[config.mk]
export PLATFORM = sky130hd
export DESIGN_NAME = seq_rr_arb_4b_5to1_flat
export DESIGN_NICKNAME = d
export VERILOG_FILES = /design/src/rtl/seq_arb_pkg.sv /design/src/rtl/seq_rr_arb_4b_5to1_if.sv /design/src/rtl/seq_rr_arb_4b_5to1_mux.sv /design/src/rtl/seq_rr_arb_4b_5to1.sv /design/src/flat_wrapper.sv
export SDC_FILE = /design/constraint.sdc
export NUM_CORES = 1
export LEC_CHECK = 0
export CAP_MARGIN = 5
export CORE_MARGIN = 2
export CORE_UTILIZATION = 53
export CTS_CLUSTER_DIAMETER = 40
export CTS_CLUSTER_SIZE = 14
export DETAILED_ROUTE_END_ITERATION = 10
export GPL_TIMING_DRIVEN = 0
export HOLD_SLACK_MARGIN = 0.1
export PLACE_DENSITY = 0.82
export SLEW_MARGIN = 0
export SYNTH_ARGS = -nofsm -noshare
export SYNTH_HDL_FRONTEND = slang
export SYNTH_SLANG_ARGS = --single-unit
[constraint.sdc]
create_clock -name clk -period 7.66 [get_ports clk]
set_input_delay 2.298 -clock clk [delete_from_list [all_inputs] [get_ports clk]]
set_output_delay 2.298 -clock clk [all_outputs]
set_load 0.1 [all_outputs]
[src/rtl/seq_arb_pkg.sv]
`default_nettype none
// +----------------------------------------------------------------------+
// | seq_arb_pkg : shared widths and types for the 5-input RR arbiter     |
// | Rev 1.0                                                              |
// +----------------------------------------------------------------------+
package seq_arb_pkg;

    localparam int NUM_IN = 5;
    localparam int DATA_W = 4;
    localparam int SEL_W  = 3;

    typedef logic [SEL_W-1:0]  sel_t;
    typedef logic [DATA_W-1:0] data_t;

    // Index 'off' positions above 'base', wrapping modulo NUM_IN.
    function automatic sel_t rr_idx(input sel_t base, input sel_t off);
        logic [SEL_W:0] sum;
        sum = {1'b0, base} + {1'b0, off};
        if (sum >= (SEL_W+1)'(NUM_IN)) begin
            sum = sum - (SEL_W+1)'(NUM_IN);
        end
        return sum[SEL_W-1:0];
    endfunction

endpackage
`default_nettype wire

[src/rtl/seq_rr_arb_4b_5to1_if.sv]
`default_nettype none
// +----------------------------------------------------------------------+
// | seq_rr_arb_4b_5to1_if : requester and output handshake bundle        |
// | Rev 1.0                                                              |
// +----------------------------------------------------------------------+
interface seq_rr_arb_4b_5to1_if;
    import seq_arb_pkg::*;

    logic [NUM_IN-1:0] in_val;
    logic [NUM_IN-1:0] in_rdy;
    data_t             in0;
    data_t             in1;
    data_t             in2;
    data_t             in3;
    data_t             in4;
    logic              out_val;
    logic              out_rdy;
    data_t             out;
    sel_t              out_src;

    modport slave (
        input  in_val, in0, in1, in2, in3, in4, out_rdy,
        output in_rdy, out_val, out, out_src
    );

    modport master (
        output in_val, in0, in1, in2, in3, in4, out_rdy,
        input  in_rdy, out_val, out, out_src
    );

endinterface
`default_nettype wire

[src/rtl/seq_rr_arb_4b_5to1_mux.sv]
`default_nettype none
// +----------------------------------------------------------------------+
// | mux_4b_5to1 : combinational 5-to-1 mux, out-of-range select gives 0  |
// | Rev 1.0                                                              |
// +----------------------------------------------------------------------+
module mux_4b_5to1
    import seq_arb_pkg::*;
(
    input  wire sel_t  sel_i,
    input  wire data_t in0_i,
    input  wire data_t in1_i,
    input  wire data_t in2_i,
    input  wire data_t in3_i,
    input  wire data_t in4_i,
    output data_t      out_o
);

    always_comb begin
        out_o = '0;
        case (sel_i)
            3'd0:    out_o = in0_i;
            3'd1:    out_o = in1_i;
            3'd2:    out_o = in2_i;
            3'd3:    out_o = in3_i;
            3'd4:    out_o = in4_i;
            default: out_o = '0;
        endcase
    end

endmodule
`default_nettype wire

[src/rtl/seq_rr_arb_4b_5to1.sv]
`default_nettype none
// +----------------------------------------------------------------------+
// | seq_rr_arb_4b_5to1 : round-robin arbiter with 1-entry output buffer  |
// | Rev 1.0                                                              |
// +----------------------------------------------------------------------+
module seq_rr_arb_4b_5to1
    import seq_arb_pkg::*;
(
    input  wire                     clk,
    input  wire                     reset,
    seq_rr_arb_4b_5to1_if.slave     arb_if
);

    sel_t  ptr_q,     ptr_d;
    logic  out_val_q, out_val_d;
    data_t out_q,     out_d;
    sel_t  out_src_q, out_src_d;

    logic  w_gnt_vld;
    sel_t  w_gnt;
    sel_t  w_idx;
    sel_t  w_sel;
    logic  w_can_accept;
    logic  w_accept;
    data_t w_mux_out;

    // Scan from the farthest offset down so the nearest requester to ptr wins.
    always_comb begin
        w_gnt_vld = 1'b0;
        w_gnt     = '0;
        w_idx     = '0;
        for (int k = NUM_IN-1; k >= 0; k--) begin
            w_idx = rr_idx(ptr_q, SEL_W'(k));
            if (arb_if.in_val[w_idx]) begin
                w_gnt_vld = 1'b1;
                w_gnt     = w_idx;
            end
        end
    end

    assign w_can_accept = !out_val_q || arb_if.out_rdy;
    assign w_accept     = w_gnt_vld && w_can_accept && reset;
    assign w_sel        = w_gnt_vld ? w_gnt : '0;

    assign arb_if.in_rdy = w_accept ? (NUM_IN'(1) << w_gnt) : '0;

    mux_4b_5to1 u_mux (
        .sel_i (w_sel),
        .in0_i (arb_if.in0),
        .in1_i (arb_if.in1),
        .in2_i (arb_if.in2),
        .in3_i (arb_if.in3),
        .in4_i (arb_if.in4),
        .out_o (w_mux_out)
    );

    always_comb begin
        ptr_d     = ptr_q;
        out_val_d = out_val_q;
        out_d     = out_q;
        out_src_d = out_src_q;
        if (w_accept) begin
            out_d     = w_mux_out;
            out_src_d = w_gnt;
            out_val_d = 1'b1;
            ptr_d     = (w_gnt == SEL_W'(NUM_IN-1)) ? '0 : w_gnt + 1'b1;
        end else if (out_val_q && arb_if.out_rdy) begin
            out_val_d = 1'b0;
        end
    end

    always_ff @(posedge clk or negedge reset) begin
        if (!reset) begin
            ptr_q     <= '0;
            out_val_q <= 1'b0;
            out_q     <= '0;
            out_src_q <= '0;
        end else begin
            ptr_q     <= ptr_d;
            out_val_q <= out_val_d;
            out_q     <= out_d;
            out_src_q <= out_src_d;
        end
    end

    assign arb_if.out_val = out_val_q;
    assign arb_if.out     = out_q;
    assign arb_if.out_src = out_src_q;

endmodule
`default_nettype wire

[src/flat_wrapper.sv]
// flat-port wrapper written by rule: the top's interface ports become plain ports
module seq_rr_arb_4b_5to1_flat import seq_arb_pkg::*;
  (clk, reset, arb_if_in_val, arb_if_in0, arb_if_in1, arb_if_in2, arb_if_in3, arb_if_in4, arb_if_out_rdy, arb_if_in_rdy, arb_if_out_val, arb_if_out, arb_if_out_src);
  seq_rr_arb_4b_5to1_if arb_if_i ();
  input  wire clk;
  input  wire reset;
  input wire logic [$bits(arb_if_i.in_val)-1:0] arb_if_in_val;
  input wire logic [$bits(arb_if_i.in0)-1:0] arb_if_in0;
  input wire logic [$bits(arb_if_i.in1)-1:0] arb_if_in1;
  input wire logic [$bits(arb_if_i.in2)-1:0] arb_if_in2;
  input wire logic [$bits(arb_if_i.in3)-1:0] arb_if_in3;
  input wire logic [$bits(arb_if_i.in4)-1:0] arb_if_in4;
  input wire logic [$bits(arb_if_i.out_rdy)-1:0] arb_if_out_rdy;
  output wire logic [$bits(arb_if_i.in_rdy)-1:0] arb_if_in_rdy;
  output wire logic [$bits(arb_if_i.out_val)-1:0] arb_if_out_val;
  output wire logic [$bits(arb_if_i.out)-1:0] arb_if_out;
  output wire logic [$bits(arb_if_i.out_src)-1:0] arb_if_out_src;
  assign arb_if_i.in_val = arb_if_in_val;
  assign arb_if_i.in0 = arb_if_in0;
  assign arb_if_i.in1 = arb_if_in1;
  assign arb_if_i.in2 = arb_if_in2;
  assign arb_if_i.in3 = arb_if_in3;
  assign arb_if_i.in4 = arb_if_in4;
  assign arb_if_i.out_rdy = arb_if_out_rdy;
  assign arb_if_in_rdy = arb_if_i.in_rdy;
  assign arb_if_out_val = arb_if_i.out_val;
  assign arb_if_out = arb_if_i.out;
  assign arb_if_out_src = arb_if_i.out_src;
  seq_rr_arb_4b_5to1 u_core (.clk(clk), .reset(reset), .arb_if(arb_if_i));
endmodule
==> results.md, run 1 <==
Worst setup path:
- By instance count, the cell type seen most on the critical path is sky130_fd_sc_hd__ha_1.
- The largest individual stage delay along the critical path comes from the cell sky130_fd_sc_hd__mux4_2.
- The largest fanout of any net on the critical path is 4.
- Data arrives at the worst endpoint at 5.32 ns.
- By startpoint and endpoint, the worst setup path is classified as primary input to output port.
- In this design, the stage delay of the slowest critical-path cell is 0.51 ns.
- The startpoint type of the worst setup path is a primary input.
- The critical path goes through clkdlybuf4s50_1 -> mux4_2 -> and3_4 -> o21a_1 -> o21bai_4 -> a311o_1 -> a41oi_2 -> buf_6 -> inv_1 -> ha_1 -> ha_1 -> and2_4 -> buf_12.
- Data on the critical path is required at its endpoint by 5.36 ns.
- The kind of capture point of the worst setup path is an output port.

Routing:
- The first detailed-routing pass ran for 4 iterations.
- The initial DRC count is 201.
- The routed design has 6300 microns of wire.
- Dividing the detail-routed via count by the number of cells gives 6.26.
- Once detail routing completed, the nets flagged for antenna violations numbered 0.
- Detailed routing inserted a total of 2234 vias.
- For this run, design rule violations remaining after detail routing come to 0.
- Dividing the detail-routed wire length by the instance count gives 17.6 microns.

Final layout:
- The multi-input logic area is 1630 sq um.
- The combined flip-flop and latch cell area is 275 sq um.
- The repair_antennas step left the layout with diodes totalling 0.
- The share of post-route cells with drive strength above 1 is 16.8%.
- The most common library cell in the layout ignoring fill and taps is sky130_fd_sc_hd__clkdlybuf4s50_1.
- The layout has 291 filler cells.
- The non-filler instance count after layout is 357.
- At the end of the flow the core is filled with cells to 72.9%.
- The library cells used most frequently in the layout, excluding fill and tap cells, are sky130_fd_sc_hd__clkdlybuf4s50_1 (32), sky130_fd_sc_hd__nor2_1 (18), sky130_fd_sc_hd__mux2i_1 (16).
- From synthesis to final layout, the design area changed by 32.0%.
- For this run, the post-layout net count is 353.

Synthesis:
- The number of different library cells used by synthesis comes to 58.
- The net count after synthesis is 300.
- The Yosys warning count is 0.
- The share of synthesized registers carrying an async set or reset is 100%.
- For this run, the leading register cell type out of synthesis is sky130_fd_sc_hd__dfrtp_1.
- The post-synthesis sequential area ratio is 13.6%.
- A synthesized cell averages 7.87 sq um.
- The instance count of the mapped netlist is 257.
- The cell area that synthesis handed to floorplanning was 2020 sq um.
- Counting flops with a built-in enable in the synthesized netlist gives 0.
- The number of synthesized register bits is 11.

Global routing:
- The initial antenna violation count came to 0.
- After global routing the overflow that remains totals 0.
- The maximum number of pins on one net before global-route repair is 13.
- The wire length of the first global-routing pass is 10000 microns.
- The number of global-route vias before repair is 2013.
- The met1 usage is 43.4%.
- Global routing consumed, on the met3 layer, 2.56% of the routing resources.
- Global routing used 30.2% of the available tracks.
- The global-route layer with the greatest usage is met2.
- The global-route met2 utilization is 48.5%.

Worst hold path:
- The min-delay analysis places its worst path in the category flip-flop to flip-flop.

Floorplan:
- The floorplan step defined a die boundary enclosing 4330 sq um.
- The die is 65.8 microns tall.
- The initial core utilization is 55.3%.
- The I/O pin count is 41.
- The site row count is 22.
- The area of the core is 3660 sq um.
- Measured along the x axis, the die boundary spans 65.8 microns.

Clock tree:
- CTS built an H-tree with a depth of 1.
- The total CTS buffers is 3.
- The clock passes through at most 2 buffers.
- For the worst-skew pair, the clock arrives at the later sink with an insertion delay of 0.25 ns.
- In this run the clock root is driven by a sky130_fd_sc_hd__clkbuf_8.
- Counting every sink on the clock net gives 11.
- TritonCTS built the clock tree.
- The clock slew seen by the registers of the worst setup and hold paths is 0.05 ns.

Placed design:
- Timing analysis after detailed placement gives a worst setup slack of -1.13 ns.
- The last weighted congestion value of the routability-driven placer is 0.915.
- After detailed placement, the design holds a cell count of 344.
- The wire-length estimate of the detail-placed layout is 4680 microns.
- Buffers placed on the I/O ports in this run total 39.

STA:
- The number of pins with negative max-slew slack in the final report was 0.
- The share of the cycle needed by the critical path after routing is 99.4%.
- The minimum clock period after layout is 7.62 ns.
- Adding up every negative setup slack in the final design gives 0 ns.
- The slew at the pin closest to its max-slew limit is 0.986 ns.
- The peak clock frequency supported by timing is 131 MHz.
- The final count of hold timing violations was 0.
- The clock skew after layout is 0.00457 ns.
- The worst relative slew slack is 34.1%.
- Setup violations remaining at the end of the flow were counted as 0.
- The worst path meets setup with 0.0434 ns of slack.

Outcome:
- The flow ran to the end, and the final reports show no timing, DRC or antenna violations.

Job:
- The tool flagged a number of max-cap violations equal to 0.
worst paths after layout:
check | endpoint | depth (start not counted) | start | slack (ns)
min | u_core.arb_if.out[3]$_DFFE_PN0P_ | 1 | u_core.arb_if.out[3]$_DFFE_PN0P_ | 0.51
min reg2reg | u_core.arb_if.out[3]$_DFFE_PN0P_ | 1 | u_core.arb_if.out[3]$_DFFE_PN0P_ | 0.51
max | arb_if_in_rdy[3] | 13 | arb_if_in_val[0] | 0.04
max in group asynchronous | u_core.arb_if.out_src[2]$_DFFE_PN0P_ | 1 | reset | 4.88
max reg2reg | u_core.arb_if.out[2]$_DFFE_PN0P_ | 16 | u_core.ptr_q[0]$_DFFE_PN0P_ | 2.74
min in group asynchronous | u_core.arb_if.out[0]$_DFFE_PN0P_ | 1 | reset | 2.41
synthesized netlist by cell type (4+ instances only):
library cell                count  area (sq um)
sky130_fd_sc_hd__a21o_1         4          30.0
sky130_fd_sc_hd__a21oi_1       13          65.1
sky130_fd_sc_hd__and2_1         8          50.1
sky130_fd_sc_hd__and3_1        10          62.6
sky130_fd_sc_hd__buf_2          4          20.0
sky130_fd_sc_hd__clkbuf_1      13          48.8
sky130_fd_sc_hd__dfrtp_1       11           275
sky130_fd_sc_hd__ha_1          14           175
sky130_fd_sc_hd__inv_1         13          48.8
sky130_fd_sc_hd__mux2i_1       16           160
sky130_fd_sc_hd__mux4_2         4          90.1
sky130_fd_sc_hd__nand2_1       11          41.3
sky130_fd_sc_hd__nand2b_1       9          56.3
sky130_fd_sc_hd__nand3_1        8          40.0
sky130_fd_sc_hd__nor2_1        19          71.3
sky130_fd_sc_hd__nor2b_1        4          25.0
sky130_fd_sc_hd__nor3_1         8          40.0
sky130_fd_sc_hd__o2111ai_1      6          52.6
sky130_fd_sc_hd__o21ai_0       11          55.1
sky130_fd_sc_hd__o22a_1         6          52.6
sky130_fd_sc_hd__xnor2_1        4          35.0
sequential cells by signal (all words and copies together), names as in the netlist:
signal and cells:
u_core.arb_if.out 4, u_core.arb_if.out_src 3, u_core.arb_if.out_val 1, u_core.ptr_q 3
repair_timing:
item / in CTS / in global routing
buffers inserted: 5 / 4
hold buffers: 0 / 0
gates resized for setup: 49 / 11
setup endpoints to repair: 5 / 5
pin swaps: 2 / 3
through the flow:
step	hold slack [ns]	area (sq um)
after detailed placement	0.500	2470
final	0.514	2670
after global routing	0.534	2670
after CTS	0.513	2610
after global placement	0.491	2470
after floorplan	0.848	2020
final cells by class:
cell class                 instances  share of cell area, %
timing repair buffer              48                   18.0
multi-input combinational        212                   61.0
clock buffer                       4                   1.69
tap                               48                   2.25
sequential                        11                   10.3
buffer                            20                   4.78
inverter                          14                   1.97
worst max-delay path: cells and delay by family:
family / cells / cell delay, ns
AOI/OAI and AO/OA: 4 / 0.94
adders and majority gates: 2 / 0.39
and+or+nand+nor: 2 / 0.35
buffers and inverters: 4 / 0.83
muxes: 1 / 0.51
kinds of logic (layout without fill, tap and decap cells):
kind of cell	Yosys count	after routing	share of synthesized area, %
buffers and inverters	34	86	7.67
multiplexers	22	22	13.5
adder cells (fa/ha/maj)	15	15	9.65
AND/OR/NAND/NOR	96	96	26.2
XOR/XNOR	4	4	1.73
AO/OA/AOI/OAI	75	75	27.7
flip-flops	11	11	13.6
per-layer routing:
layer | wire length, microns | part of all wire (%)
met5 | 0 | 0
met4 | 71 | 1.1
met3 | 334 | 5.3
met2 | 3100 | 49
met1 | 2790 | 44
Power of run 1 is left out: the tool's default activity adds up to more than one toggle a clock period on the data nets, which glitch-free logic cannot reach.
==> run 2, diff against run 1 <==
--- a/config.mk
+++ b/config.mk
@@ -5,15 +5,16 @@
 export SDC_FILE = /design/constraint.sdc
 export NUM_CORES = 1
 export LEC_CHECK = 0
+export ABC_AREA = 1
 export CAP_MARGIN = 5
 export CORE_MARGIN = 2
-export CORE_UTILIZATION = 53
+export CORE_UTILIZATION = 51
 export CTS_CLUSTER_DIAMETER = 40
 export CTS_CLUSTER_SIZE = 14
 export DETAILED_ROUTE_END_ITERATION = 10
 export GPL_TIMING_DRIVEN = 0
 export HOLD_SLACK_MARGIN = 0.1
-export PLACE_DENSITY = 0.82
+export PLACE_DENSITY = 0.81
 export SLEW_MARGIN = 0
 export SYNTH_ARGS = -nofsm -noshare
 export SYNTH_HDL_FRONTEND = slang
==> results.md, run 2 <==
Floorplan:
- The site row count was 21 (-4.5%).
- The horizontal die dimension was 62.7 microns (-4.7%).
- The I/O pin count came to 41 (unchanged).
- The die footprint is 3930 sq um (-9.1%).
- The initial core utilization is 53.1% (-2.2 points).
- The area of the core is 3310 sq um (-9.6%).
- The floorplan die height is 62.7 microns (-4.7%).

Clock tree:
- The clock slew seen by the registers of the worst setup and hold paths came to 0.07 ns (+0.02 ns).
- The clock insertion delay at the later pin of the skew report is 0.27 ns (+0.02 ns).
- The total CTS buffers is 3 (unchanged).
- The cts-stage hold buffer count is 0 (unchanged).
- The TritonCTS clock tree is done.
- The TritonCTS sink count is 11 (unchanged).
- The number of H-tree levels was 1 (unchanged).
- The root buffer cell is sky130_fd_sc_hd__clkbuf_4.
- The maximum clock insertion buffer count is 2 (unchanged).

Routing:
- The detailed-route DRC error count is 0 (unchanged).
- The initial DRC count came to 122 (-39%).
- The post-route antenna net violation count is 0 (unchanged).
- The mean routed wirelength per cell is 11.7 microns (-34%).
- The overall via count from detail_route is 1923 (-14%).
- The total detailed-routing wirelength came to 4370 microns (-31%).
- The average via count per standard cell is 5.14 (-18%).
- The number of detailed-route iterations in the first pass is 4 (unchanged).

Synthesis:
- The post-synthesis xor/xnor area fraction is 0.996% (-0.74 points).
- The instance count of the mapped netlist is 284 (+11%).
- The top cell type by total area after synthesis is sky130_fd_sc_hd__nand2_1.
- The post-synthesis adder-cell area fraction came to 11.1% (+1.5 points).
- The share of synthesized registers carrying an async set or reset is 100% (unchanged).
- The combinational family with the most area after synthesis is simple AND/OR/NAND/NOR gates.
- The Yosys warning count came to 0 (unchanged).
- The share of the synthesized area in compound gates (AO/OA/AOI/OAI) is 11.6% (-16 points).
- The number of enable-type register cells in the synthesized netlist is 0 (unchanged).
- The number of synthesized register bits is 11 (unchanged).
- The net count after synthesis is 327 (+9.0%).
- In the post-synthesis netlist, the cell with the most instances is sky130_fd_sc_hd__nand2_1.
- The post-synthesis sequential area ratio is 15.7% (+2.1 points).
- The most used flip-flop cell after synthesis is sky130_fd_sc_hd__dfrtp_1.
- The netlist area before placement was 1760 sq um (-13%).
- The commonest cells after synthesis are sky130_fd_sc_hd__nand2_1 (101), sky130_fd_sc_hd__nand3_1 (45), sky130_fd_sc_hd__inv_1 (22), sky130_fd_sc_hd__nor2_1 (17), sky130_fd_sc_hd__ha_1 (14).
- Yosys attributes the largest share of cell area to sky130_fd_sc_hd__nand2_1 (22%), sky130_fd_sc_hd__dfrtp_1 (16%), sky130_fd_sc_hd__nand3_1 (13%).
- The simple logic cell fraction of the synthesized area came to 51.7% (+26 points).
- The share of the synthesized area in the top cell type is 21.6% (+8.0 points).
- The multiplexer area fraction after synthesis was 0% (-13 points).
- The count of different cell masters after synthesis is 34 (-41%).
- The synthesized area divided by synthesized cell count is 6.19 sq um (-21%).

Placed design:
- The number of cells after detailed placement is 370 (+7.6%).
- The last weighted congestion value of the routability-driven placer is 0.866 (-5.3%).
- The worst slack at placement is -0.278 ns (+0.848 ns).
- The final HPWL from detailed placement came to 3640 microns (-22%).
- The count of input and output buffers came to 40 (+2.6%).

Final layout:
- The count of filler cells inserted in the layout is 319 (+9.6%).
- The final core utilization is 67.1% (-5.8 points).
- The share of post-route cells with drive strength above 1 is 14.6% (-2.2 points).
- The number of nets in the layout came to 372 (+5.4%).
- The number of antenna diodes is 0 (unchanged).
- The non-filler instance count after layout was 374 (+4.8%).
- The top cell types in the final layout, fill and taps aside, are sky130_fd_sc_hd__nand2_1 (101), sky130_fd_sc_hd__nand3_1 (45), sky130_fd_sc_hd__clkdlybuf4s50_1 (35).
- The most common library cell in the layout ignoring fill and taps is sky130_fd_sc_hd__nand2_1.
- Compared with the post-synthesis result, the final layout area differs by 26.3%.
- The number of flip-flops in the largest register is 4 (unchanged).

STA:
- The minimum clock period after layout is 7.44 ns (-0.178 ns).
- Setup repair after global routing left no endpoint under its margin.
- The share of the cycle needed by the critical path after routing came to 97.1% (-2.3 points).
- The slew at the pin closest to its max-slew limit is 0.977 ns (-0.00900 ns).
- The clock skew after layout was 0.00468 ns (+0.000109 ns).
- The worst relative slew slack is 34.7% (+0.60 points).
- The final count of hold timing violations was 0 (unchanged).
- The number of setup violations in the final report is 0 (unchanged).
- The smallest setup slack after layout is 0.221 ns (+0.178 ns).
- The peak clock frequency supported by timing came to 134 MHz (+2.4%).
- The number of pins with negative max-slew slack in the final report is 0 (unchanged).

Worst setup path:
- Broken down by cell family, the worst path's largest delay share belongs to buffers and inverters.
- The arrival time at the worst endpoint is 5.14 ns (-0.18 ns).
- The startpoint type of the worst setup path is a primary input.
- The depth of the worst register-to-register path came to 24 (+8).
- The worst setup path is of the primary input to output port kind.
- The worst setup path is captured at an output port.
- Traced cell by cell, the critical path runs through clkdlybuf4s50_1 -> inv_1 -> nor2_1 -> nand2_1 -> a21boi_2 -> nand3b_1 -> nor3_1 -> nand2_1 -> nand2_1 -> nor2_8 -> inv_4 -> buf_4 -> nor2_1 -> dlygate4sd2_1.
- The most common cell type on the critical path is sky130_fd_sc_hd__nand2_1.
- The count of buffering cells on the critical path with inverters included is 5 (+1).
- The startpoint of the worst-slack reg-to-reg timing path is u_core.ptr_q[0]$_DFFE_PN0P_.
- The depth of the critical timing path with buffers and inverters included is 14 (+1).
- The slowest stage of the critical path belongs to the cell sky130_fd_sc_hd__dlygate4sd2_1.
- The largest fanout of any net on the critical path is 10 (+6).
- Tracing the worst setup path back leads to its startpoint at arb_if_in_val[4].
- The longest individual stage delay on the worst path is 0.86 ns (+0.35 ns).
- The worst endpoint required time is 5.36 ns (about the same).

Job:
- The count of maximum capacitance violations is 0 (unchanged).

Worst hold path:
- The class of the tightest hold or removal check is flip-flop to flip-flop.
- In this run the most critical hold path is launched from u_core.arb_if.out[3]$_DFFE_PN0P_.
- The cell depth of the worst min-delay path is 2 (+1).

Global routing:
- The wire length of the first global-routing pass is 7840 microns (-22%).
- The remaining global-route overflow was 0 (unchanged).
- The maximum number of pins on one net before global-route repair is 13 (unchanged).
- The global-route usage over all layers is 24.3% (-5.9 points).
- The initial antenna violation count is 0 (unchanged).
- The number of global-route vias before repair was 1782 (-11%).

Outcome:
- The flow ran to the end, and the final reports show no timing, DRC or antenna violations.
run 2: changes by cell type in the layout (fill, tap and decap cells not counted), moves of 10 or more:
cell                      change
sky130_fd_sc_hd__mux2i_1     -16
sky130_fd_sc_hd__nand2_2     +10
sky130_fd_sc_hd__nand2_1     +90
sky130_fd_sc_hd__nand3_1     +37
sky130_fd_sc_hd__buf_4       -10
run 2: stage by stage:
stage | instance area, sq um | setup TNS [ns] | hold slack [ns]
final | 2220 | 0 | 0.478
after global routing | 2220 | 0 | 0.505
after CTS | 2240 | 0 | 0.483
after detailed placement | 2220 | -0.858 | 0.466
after global placement | 2220 | -0.837 | 0.464
after floorplan | 1760 | 0 | 0.615
run 2: cells by family after synthesis:
group,count (synthesis)
DFF,11
xor gates and xnor gates,2
AOI/OAI and AO/OA,28
buffers and inverters,35
adders and majority gates,15
and+or+nand+nor,193
run 2: worst paths after layout:
kind                                                        end  slack, ns
max                                            arb_if_in_rdy[1]       0.22
min                            u_core.arb_if.out[3]$_DFFE_PN0P_       0.48
max reg2reg                         u_core.ptr_q[2]$_DFFE_PN0P_       4.12
min reg2reg                    u_core.arb_if.out[3]$_DFFE_PN0P_       0.48
max in group asynchronous  u_core.arb_if.out_src[2]$_DFFE_PN0P_       4.95
min in group asynchronous           u_core.ptr_q[1]$_DFFE_PN0P_       2.36
run 2: per-layer routing:
layer	share of wire, %	GRT usage, %
met1	46	34.4
met2	48	39.9
met3	5.2	1.62
met4	1.0	6.67
met5	0	0
run 2: worst min-delay path, cell delays in order, from the launching register on:
cell	delay, ns
sky130_fd_sc_hd__dfrtp_1	0.34
sky130_fd_sc_hd__nand2_1	0.05
sky130_fd_sc_hd__nand2_1	0.06
run 2: layout make-up:
cell class	count	area, sq um	area share, %
inverter	31	121	5.46
clock buffer	4	26.3	1.18
sequential	11	275	12.4
buffer	4	35.0	1.58
multi-input combinational	238	1330	59.7
timing repair buffer	40	379	17.1
tap	46	57.6	2.59
run 2: repair_timing:
item	in CTS	in global routing
buffers inserted	0	0
gates resized for setup	6	7
setup endpoints to repair	5	4
Power of run 2 is left out for the same reason.
